`src/rtl/de10_lite_mem_responder.sv`:
```
// Word-addressed req/ack memory target: internal RAM plus LED/switch MMIO with configurable wait states.
// Define MEM_ACCESS_COUNT_EN to map a completed-access counter at 0xF2 (otherwise 0xF2 is an error address).
module de10_lite_mem_responder #(
    parameter int DATA_W      = 8,
    parameter int ADDR_W      = 8,
    parameter int RAM_DEPTH   = 128,
    parameter int WAIT_STATES = 1
) (
    input  logic              clk,
    input  logic              reset,
    input  logic              req,
    input  logic              we,
    input  logic [ADDR_W-1:0] addr,
    input  logic [DATA_W-1:0] wdata,
    output logic              ack,
    output logic [DATA_W-1:0] rdata,
    output logic              err,
    output logic              busy,
    input  logic [DATA_W-1:0] sw_in,
    output logic [DATA_W-1:0] led_out
);

    localparam int RAM_AW = (RAM_DEPTH > 1) ? $clog2(RAM_DEPTH) : 1;
    localparam logic [3:0] WAIT_LOAD = (WAIT_STATES > 0) ? 4'(WAIT_STATES - 1) : 4'd0;
    localparam logic [ADDR_W-1:0] LED_ADDR = ADDR_W'(8'hF0);
    localparam logic [ADDR_W-1:0] SW_ADDR  = ADDR_W'(8'hF1);

    typedef enum logic [1:0] {
        S_IDLE,
        S_WAIT,
        S_RESP
    } state_t;

    state_t state, next_state;

    logic [3:0]        wait_cnt;
    logic              we_q;
    logic [ADDR_W-1:0] addr_q;
    logic [DATA_W-1:0] wdata_q;
    logic [DATA_W-1:0] sw_sync1, sw_sync2, sw_snap;
    logic [DATA_W-1:0] mem [RAM_DEPTH];

    // In IDLE the live request is decoded so a zero-wait access can capture rdata on acceptance.
    logic [ADDR_W-1:0] dec_addr;
    logic              dec_we;
    logic [DATA_W-1:0] sw_view;
    logic [RAM_AW-1:0] ram_idx;
    logic              is_ram, is_led, is_sw, is_cnt, dec_err;
    logic [DATA_W-1:0] read_val;

    assign dec_addr = (state == S_IDLE) ? addr : addr_q;
    assign dec_we   = (state == S_IDLE) ? we : we_q;
    assign sw_view  = (state == S_IDLE) ? sw_sync2 : sw_snap;
    assign ram_idx  = dec_addr[RAM_AW-1:0];

    assign is_ram = 32'(dec_addr) < 32'(RAM_DEPTH);
    assign is_led = (dec_addr == LED_ADDR);
    assign is_sw  = (dec_addr == SW_ADDR);

`ifdef MEM_ACCESS_COUNT_EN
    localparam logic [ADDR_W-1:0] CNT_ADDR = ADDR_W'(8'hF2);
    logic [DATA_W-1:0] acc_cnt;
    assign is_cnt = (dec_addr == CNT_ADDR);
`else
    assign is_cnt = 1'b0;
`endif

    assign dec_err = !(is_ram || is_led || is_sw || is_cnt);

    always_comb begin
        read_val = '0;
        if (is_ram)
            read_val = mem[ram_idx];
        if (is_led)
            read_val = led_out;
        if (is_sw)
            read_val = sw_view;
`ifdef MEM_ACCESS_COUNT_EN
        if (is_cnt)
            read_val = acc_cnt;
`endif
    end

    always_comb begin
        next_state = state;
        case (state)
            S_IDLE: if (req) next_state = (WAIT_STATES > 0) ? S_WAIT : S_RESP;
            S_WAIT: if (wait_cnt == 4'd0) next_state = S_RESP;
            S_RESP: next_state = S_IDLE;
            default: next_state = S_IDLE;
        endcase
    end

    assign ack  = (state == S_RESP);
    assign busy = (state != S_IDLE);
    assign err  = ack && dec_err;

    // The switch value is frozen at acceptance, so a read never sees a switch change made in its own request cycle.
    always_ff @(posedge clk) begin
        if (!reset) begin
            state    <= S_IDLE;
            wait_cnt <= '0;
            we_q     <= 1'b0;
            addr_q   <= '0;
            wdata_q  <= '0;
            sw_sync1 <= '0;
            sw_sync2 <= '0;
            sw_snap  <= '0;
            rdata    <= '0;
            led_out  <= '0;
        end else begin
            state    <= next_state;
            sw_sync1 <= sw_in;
            sw_sync2 <= sw_sync1;
            case (state)
                S_IDLE: begin
                    if (req) begin
                        we_q     <= we;
                        addr_q   <= addr;
                        wdata_q  <= wdata;
                        sw_snap  <= sw_sync2;
                        wait_cnt <= WAIT_LOAD;
                    end
                end
                S_WAIT: begin
                    if (wait_cnt != 4'd0)
                        wait_cnt <= wait_cnt - 4'd1;
                end
                S_RESP: begin
                    if (we_q && is_led)
                        led_out <= wdata_q;
                end
                default: ;
            endcase
            if (next_state == S_RESP && !dec_we)
                rdata <= read_val;
        end
    end

    // RAM contents survive reset; a reset on the closing edge still blocks the commit.
    always_ff @(posedge clk) begin
        if (reset && state == S_RESP && we_q && is_ram)
            mem[ram_idx] <= wdata_q;
    end

`ifdef MEM_ACCESS_COUNT_EN
    always_ff @(posedge clk) begin
        if (!reset)
            acc_cnt <= '0;
        else if (state == S_RESP && !dec_err) begin
            if (we_q && is_cnt)
                acc_cnt <= '0;
            else
                acc_cnt <= acc_cnt + 1'b1;
        end
    end
`endif

endmodule

```
`config.mk`:
```
export PLATFORM = sky130hd
export DESIGN_NAME = de10_lite_mem_responder
export DESIGN_NICKNAME = d
export VERILOG_FILES = /design/src/rtl/de10_lite_mem_responder.sv
export SDC_FILE = /design/constraint.sdc
export NUM_CORES = 1
export LEC_CHECK = 0
export CELL_PAD_IN_SITES_DETAIL_PLACEMENT = 0
export CELL_PAD_IN_SITES_GLOBAL_PLACEMENT = 1
export CORE_UTILIZATION = 50
export CTS_CLUSTER_DIAMETER = 80
export CTS_CLUSTER_SIZE = 24
export DETAILED_ROUTE_END_ITERATION = 16
export DONT_BUFFER_PORTS = 1
export PLACE_DENSITY_LB_ADDON = 0.1
export SLEW_MARGIN = 40
export SYNTH_ARGS = -nofsm -noshare
export SYNTH_HDL_FRONTEND = slang
export SYNTH_SLANG_ARGS = --single-unit
```
`constraint.sdc`:
```
create_clock -name clk -period 8.2 [get_ports clk]
set_input_delay 1.64 -clock clk [delete_from_list [all_inputs] [get_ports clk]]
set_output_delay 1.64 -clock clk [all_outputs]
set_load 0.03 [all_outputs]
```
==> summary.md, run 1 <==
| Metric | Value |
|---|---|
| CP Max Fanout | `34` |
| Fin. Hold Viols | `0` |
| Post-Layout Cell Count | `3927` |
| GRT Util Overall | `30.7%` |
| Avg Cell Area, Syn | `14.4 um2` |
| Residual DRC count | `0` |
| Area contributors post-synth | `edfxtp_1, nand2_1, o22ai_1` |
| CTS tree | `yes` |
| Setup-failing EPs final | `0` |
| Clk slew on worst S/H paths | `0.10 ns` |
| Wirelength per Cell | `33.2 um` |
| Number of port buffers | `0` |
| H-tree depth | `2` |
| DP Wirelength | `78300 um` |
| Switching Share | `30.4%` |
| Core Region | `82200 um2` |
| Period utilization | `69.8%` |
| Synth Area in Simple Gates | `9.48%` |
| Most frequent CP cell | `nor3_2` |
| Ports | `47` |
| Largest family of logic cells by synthesized area | `compound AO/OA/AOI/OAI gates` |
| Antenna violations before repair | `3` |
| Crit path launch type | `flip-flop` |
| Final Slew Violations | `0` |
| Worst setup EP type | `output port` |
| Post-synth top area share | `73.8%` |
| Top cell type by total area after synthesis | `edfxtp_1` |
| DR vias/cell | `6.63` |
| Crit-path cells | `nor2_8, inv_2, mux2i_2, buf_4, nand2_2, nor3_2, nor3_2` |
| P_int | `8.00 mW` |
| Synth Area in XOR/XNOR | `0.0420%` |
| Gate power share | `19.1%` |
| Net switching power of the design | `3.49 mW` |
| Max_cap viols | `0` |
| Number of fill cells | `6645` |
| Commonest non-fill, non-tap cell in the layout | `edfxtp_1` |
| Root Driver | `clkbuf_16` |
| Number of synthesis warnings | `0` |
| Power per cell area | `257 nW/um2` |
| RSZ-0062 raised after global routing | `no` |
| Final TNS setup | `0 ns` |
| Clock power share | `25.8%` |
| Seq/Total Area, Yosys | `76.8%` |
| GPL Wtd Cong | `0.888` |
| WP buf/inv | `2` |
| Cts repair resizes | `0` |
| Rel. slew slack | `39.6%` |
| TritonRoute pass-1 iters | `6` |
| Final WL | `130000 um` |
| Pin count of the biggest net entering global routing | `90` |
| Post-synth EDFFs | `1024` |
| CP top delay family | `simple AND/OR/NAND/NOR gates` |
| Nets | `2871` |
| Row count | `105` |
| Seq. cell area | `32000 um2` |
| Die Width | `291 um` |
| Commonest cells after routing, fill and taps aside | `edfxtp_1, nand2_1, o22ai_1, nor2_1, nand3_1` |
| #FFs+latches synth | `1087` |
| Min Tclk post-route | `5.72 ns` |
| Total gr overflow | `0` |
| Worst slew pin tran | `0.899 ns` |
| Placed Instances | `3856` |
| Crit path kind | `flip-flop to output port` |
| Worst path max stage delay | `0.62 ns` |
| Adder-cell area share of the yosys netlist | `0.0601%` |
| Post-Syn Nets | `2929` |
| Antenna-violating nets left | `0` |
| F_max | `0.175 GHz` |
| CTS Buffer Depth | `3` |
| Hold-fix buffers at CTS | `0` |
| CTS sink cnt | `1087` |
| P_leak | `13.8 nW` |
| Area of the multi-input gates | `9140 um2` |
| CTS buffer count | `52` |
| Slowest stage cell, crit path | `nor2_8` |
| Multiplexer area fraction after synthesis | `1.12%` |
| Mapped Area | `41700 um2` |
| Die footprint | `84500 um2` |
| Global-route wire length before repair | `186000 um` |
| Vias in the first global route | `24.9k` |
| Prevailing post-synth register cell | `edfxtp_1` |
| Die height | `291 um` |
| Peak supply drop | `0.210 mV` |
| Setup Buffers After CTS | `0` |
| Area fraction in compound gates after synthesis | `10.3%` |
| Required time of the critical path | `6.56 ns` |
| 1st-iter DRT viols | `3362` |
| HP Class | `flip-flop to flip-flop` |
| Clock Skew | `0.0218 ns` |
| Area Overhead vs Synth | `7.22%` |
| Synthesized instance count | `2899` |
| Yosys cell types | `79` |
| Async set-reset flop share out of synthesis | `0%` |
| Share of power burned in registers | `55.2%` |
| Via count | `26.0k` |
| Starting density of the core | `50.7%` |
| WP data arrival | `4.08 ns` |
| Outcome | `completed` |
| Proportion of layout cells with a drive suffix above 1 | `9.21%` |
| Clk_lat worst skew | `0.66 ns` |
## cells in the mapped netlist (37+ instances only)
cell and instances:
o21ai_0 43, nand2_1 480, dfxtp_1 63, mux2i_1 37
a31oi_1 102, edfxtp_1 1024, a21oi_1 104, clkbuf_1 55
o221ai_1 37, buf_2 82, nor2_1 226, nand3_1 115
o22ai_1 245
## logic make-up after synthesis
kind of cell | count (synthesis)
flip-flops | 1087
XOR/XNOR | 2
multiplexers | 44
buffers and inverters | 186
AND/OR/NAND/NOR | 931
AO/OA/AOI/OAI | 647
adder cells (fa/ha/maj) | 2
## layout make-up
class                           instances  area share (%)
Tap cell                             1070            3.00
Inverter                                7          0.0588
Timing Repair Buffer                   67            1.41
Clock buffer                           61            3.08
Antenna cell                            1         0.00560
Clock inverter                          8           0.247
Sequential cell                      1087            71.7
Multi-Input combinational cell       1626            20.5
## worst reg2reg max path, delay by kind of cell (launching register included)
family	cells	cell delay, ns
compound gates	4	0.98
buf+inv	3	0.90
flops	1	0.55
mux	1	0.62
simple gates	4	1.94
## stage by stage
stage | hold WS (ns) | utilization (%) | power [mW] | cell area, um2 | worst slack (ns)
after global placement | 0.423 | 52.0 | 8.57 | 42800 | 2.16
after detailed placement | 0.419 | 52.3 | 8.60 | 43000 | 2.67
after CTS | 0.441 | 54.1 | 11.5 | 44500 | 2.15
after global routing | 0.454 | 54.3 | 11.8 | 44700 | 2.24
final | 0.441 | 54.3 | 11.5 | 44700 | 2.48
after floorplan | 0.412 | - | 7.63 | 41700 | 3.13
## path summary, 6_finish.rpt
kind | start | to | slack, ns | cells past startpoint
setup / recovery | state[0]$_SDFF_PN0_ | err | 2.48 | 7
hold / removal | sw_sync1[5]$_SDFF_PN0_ | sw_sync2[5]$_SDFF_PN0_ | 0.44 | 1
setup reg to reg | state[0]$_SDFF_PN0_ | rdata[3]$_SDFFE_PN0P_ | 3.16 | 12
hold reg to reg | sw_sync1[5]$_SDFF_PN0_ | sw_sync2[5]$_SDFF_PN0_ | 0.44 | 1
## layer usage
layer  part of all wire [%]  global-route usage [%]  routed length (um)  up-vias
met5                  0.010                       0                  13        -
met4                    3.7                    10.1                4840        2
met3                    9.7                    6.06               12600      259
met2                     46                    48.2               60100     1396
met1                     40                    43.3               52800    13400
li1                       -                       -                   -    11000
## state kept, by name, indices dropped and copies added, names as in the netlist
name	cells
addr_q	8
rdata	8
mem	1024
wait_cnt	4
led_out	8
sw_sync1	8
state	2
sw_sync2	8
sw_snap	8
wdata_q	8
we_q	1
## power groups by stage
stage | registers [mW] | logic, mW | clock network (mW)
floorplan | 6.45 | 1.18 | 0
global placement | 6.48 | 2.09 | 0
detailed placement | 6.47 | 2.13 | 0
CTS | 6.34 | 2.14 | 2.98
global route | 6.35 | 2.29 | 3.15
finish | 6.34 | 2.19 | 2.96
No activity file was read; power rests on OpenSTA's default activity.
==> inputs of run 2 (changes only) <==
--- a/config.mk
+++ b/config.mk
@@ -7,7 +7,7 @@
 export LEC_CHECK = 0
 export CELL_PAD_IN_SITES_DETAIL_PLACEMENT = 0
 export CELL_PAD_IN_SITES_GLOBAL_PLACEMENT = 1
-export CORE_UTILIZATION = 50
+export CORE_UTILIZATION = 48
 export CTS_CLUSTER_DIAMETER = 80
 export CTS_CLUSTER_SIZE = 24
 export DETAILED_ROUTE_END_ITERATION = 16
==> constraint.sdc (replaced) <==
create_clock -name clk -period 5 [get_ports clk]
set_input_delay 1 -clock clk [delete_from_list [all_inputs] [get_ports clk]]
set_output_delay 1 -clock clk [all_outputs]
set_load 0.03 [all_outputs]
==> run 2 against run 1 <==
Global-route usage fell by 0.34 points. Sequential power rose by 64%. Combinational power rose by 75%. First-iteration DRC count fell by 1.7%. Sequential share of layout area fell by 1.1 points. Final area rose by 1.6%. Power rose by 66%. Clock skew rose by 0.0048 ns. Flip-flop and latch count did not move. Critical path type unchanged. Non-clock buffer count rose by 73. Die area rose by 4.1%.
==> summary.md, run 2 (synthesized netlist as in run 1, its figures left out) <==
| Metric | Value |
|---|---|
| TritonRoute pass-1 iters | `6 (unchanged)` |
| CTS buffer count | `53 (+1.9%)` |
| Setup Buffers After CTS | `0 (unchanged)` |
| Cts repair resizes | `0 (unchanged)` |
| Antenna-violating nets left | `0 (unchanged)` |
| CTS sink cnt | `1087 (unchanged)` |
| RR Startpoint | `state[0]$_SDFF_PN0_` |
| Hold-fix buffers at CTS | `0 (unchanged)` |
| Clock Skew | `0.0266 ns (+0.00482 ns)` |
| Max reg flops | `1024 (unchanged)` |
| Area of the multi-input gates | `9050 um2 (-0.99%)` |
| Clk_lat worst skew | `0.66 ns (about the same)` |
| Fin Hold WS | `0.445 ns (+0.00402 ns)` |
| WP buf/inv | `3 (+1)` |
| P_int | `13.2 mW (+66%)` |
| Pin count of the biggest net entering global routing | `76 (-16%)` |
| Ports | `47 (unchanged)` |
| Slowest stage cell, crit path | `dfxtp_1` |
| Area Overhead vs Synth | `8.95%` |
| Required time of the critical path | `4.00 ns (-2.56 ns)` |
| Net switching power of the design | `5.87 mW (+68%)` |
| HP Class | `flip-flop to flip-flop` |
| Proportion of layout cells with a drive suffix above 1 | `11.0% (+1.8 points)` |
| Final TNS setup | `0 ns (unchanged)` |
| Peak supply drop | `0.295 mV (+40%)` |
| Rel. slew slack | `36.4% (-3.2 points)` |
| Vias in the first global route | `25.0k (+0.64%)` |
| Most flop-heavy register | `mem` |
| Antenna violations before repair | `4 (+1)` |
| P_leak | `14.2 nW (+3.1%)` |
| Min Tclk post-route | `4.68 ns` |
| Final Slew Violations | `0 (unchanged)` |
| Commonest cells after routing, fill and taps aside | `edfxtp_1, nand2_1, o22ai_1, nor2_1, buf_4` |
| Hold Path Stages | `1 (unchanged)` |
| Final WL | `134000 um (+2.4%)` |
| Crit path kind | `flip-flop to output port` |
| Starting density of the core | `48.7% (-2.0 points)` |
| Outcome | `completed` |
| Die height | `297 um (+2.0%)` |
| Core Region | `85500 um2 (+4.0%)` |
| Crit path launch type | `flip-flop` |
| Period utilization | `93.6%` |
| Wirelength per Cell | `32.7 um (-1.4%)` |
| Power per cell area | `421 nW/um2 (+64%)` |
| WP data arrival | `3.68 ns (-0.40 ns)` |
| CTS tree | `yes` |
| Clk slew on worst S/H paths | `0.10 ns (about the same)` |
| Nets | `2946 (+2.6%)` |
| Crit-path cells | `nor2_8, inv_2, mux2i_2, buf_4, nand2_1, nor3_4, nor3_1, buf_4` |
| Setup-failing EPs final | `0 (unchanged)` |
| Commonest non-fill, non-tap cell in the layout | `edfxtp_1` |
| Die footprint | `88000 um2 (+4.1%)` |
| Worst setup EP type | `output port` |
| Seq. cell area | `32000 um2 (about the same)` |
| RR Endpoint | `rdata[1]$_SDFFE_PN0P_` |
| H-tree depth | `2 (unchanged)` |
| GPL Wtd Cong | `0.908 (+2.2%)` |
| Hold Path End | `sw_sync2[5]$_SDFF_PN0_` |
| Register-to-Register Path Depth | `12 (unchanged)` |
| Die Width | `297 um (+2.0%)` |
| CTS Buffer Depth | `3 (unchanged)` |
| Gate power share | `20.0% (+0.9 points)` |
| 1st-iter DRT viols | `3304 (-1.7%)` |
| Most frequent CP cell | `buf_4` |
| DP Wirelength | `84200 um (+7.5%)` |
| Switching Share | `30.7% (+0.31 points)` |
| Number of port buffers | `0 (unchanged)` |
| Fin. Hold Viols | `0 (unchanged)` |
| Via count | `26.3k (+0.99%)` |
| Reg2Reg Setup Slack | `0.68 ns (-2.48 ns)` |
| CP Max Fanout | `20 (-41%)` |
| Row count | `107 (+1.9%)` |
| Worst slew pin tran | `0.954 ns (+0.0544 ns)` |
| GRT Util Overall | `30.4% (-0.34 points)` |
| RSZ-0062 raised after global routing | `no` |
| Number of fill cells | `7056 (+6.2%)` |
| Global-route wire length before repair | `188000 um (+0.99%)` |
| Ant. Diodes | `0 (-1)` |
| F_max | `0.214 GHz` |
| Total gr overflow | `0 (unchanged)` |
| DR vias/cell | `6.45 (-2.8%)` |
| Share of power burned in registers | `54.2% (-1.0 points)` |
| Root Driver | `clkbuf_16` |
| Residual DRC count | `0 (unchanged)` |
| Total power | `19.1 mW (+66%)` |
| Max_cap viols | `0 (unchanged)` |
| Min-delay src | `sw_sync1[5]$_SDFF_PN0_` |
| Worst path max stage delay | `0.76 ns (+0.14 ns)` |
| CP top delay family | `simple AND/OR/NAND/NOR gates` |
| Clock power share | `25.8% (about the same)` |
## run 2: layout make-up
cell class / count / share of cell area (%)
Timing Repair Buffer: 140 / 2.89
Inverter: 7 / 0.0579
Clock buffer: 64 / 3.11
Tap cell: 1144 / 3.15
Sequential cell: 1087 / 70.6
Clock inverter: 10 / 0.248
Multi-Input combinational cell: 1627 / 19.9
## run 2: worst max-delay path by stage
stage,from,endpoint,slack (ns),cells past startpoint
2_1_floorplan,addr[0],err,1.21,7
3_3_place_gp,addr[0],rdata[2]$_SDFFE_PN0P_,0.67,9
3_5_place_dp,addr[2],rdata[0]$_SDFFE_PN0P_,0.85,10
4_1_cts,state[0]$_SDFF_PN0_,err,0.14,8
5_1_grt,state[0]$_SDFF_PN0_,err,0.14,8
6_report,state[0]$_SDFF_PN0_,err,0.32,8
## run 2: power groups by stage
stage	logic (mW)	clock network, mW	registers [mW]
after floorplan	1.93	0	10.6
after global placement	3.58	0	10.6
after detailed placement	3.70	0	10.6
after CTS	3.72	4.95	10.4
after global routing	3.97	5.22	10.4
final	3.83	4.93	10.4
## run 2: routing by layer
metal  share of wire (%)  global-route usage (%)  routed length [um]  vias to the layer above
met5                   0                       0                   0                        -
met4                 3.4                    9.61                4560                        0
met3                 8.8                    4.52               11800                      204
met2                  46                    47.6               61600                     1351
met1                  42                    43.9               55600                    13600
li1                    -                       -                   -                    11200
## run 2: stage by stage
stage	setup slack [ns]	area, um2	instances	utilization [%]
after floorplan	1.21	41700	2899	-
after global placement	0.672	43500	3993	50.8
after detailed placement	0.848	43700	4001	51.1
after CTS	0.137	45200	4075	52.9
after global routing	0.141	45400	4079	53.1
final	0.322	45400	4079	53.1
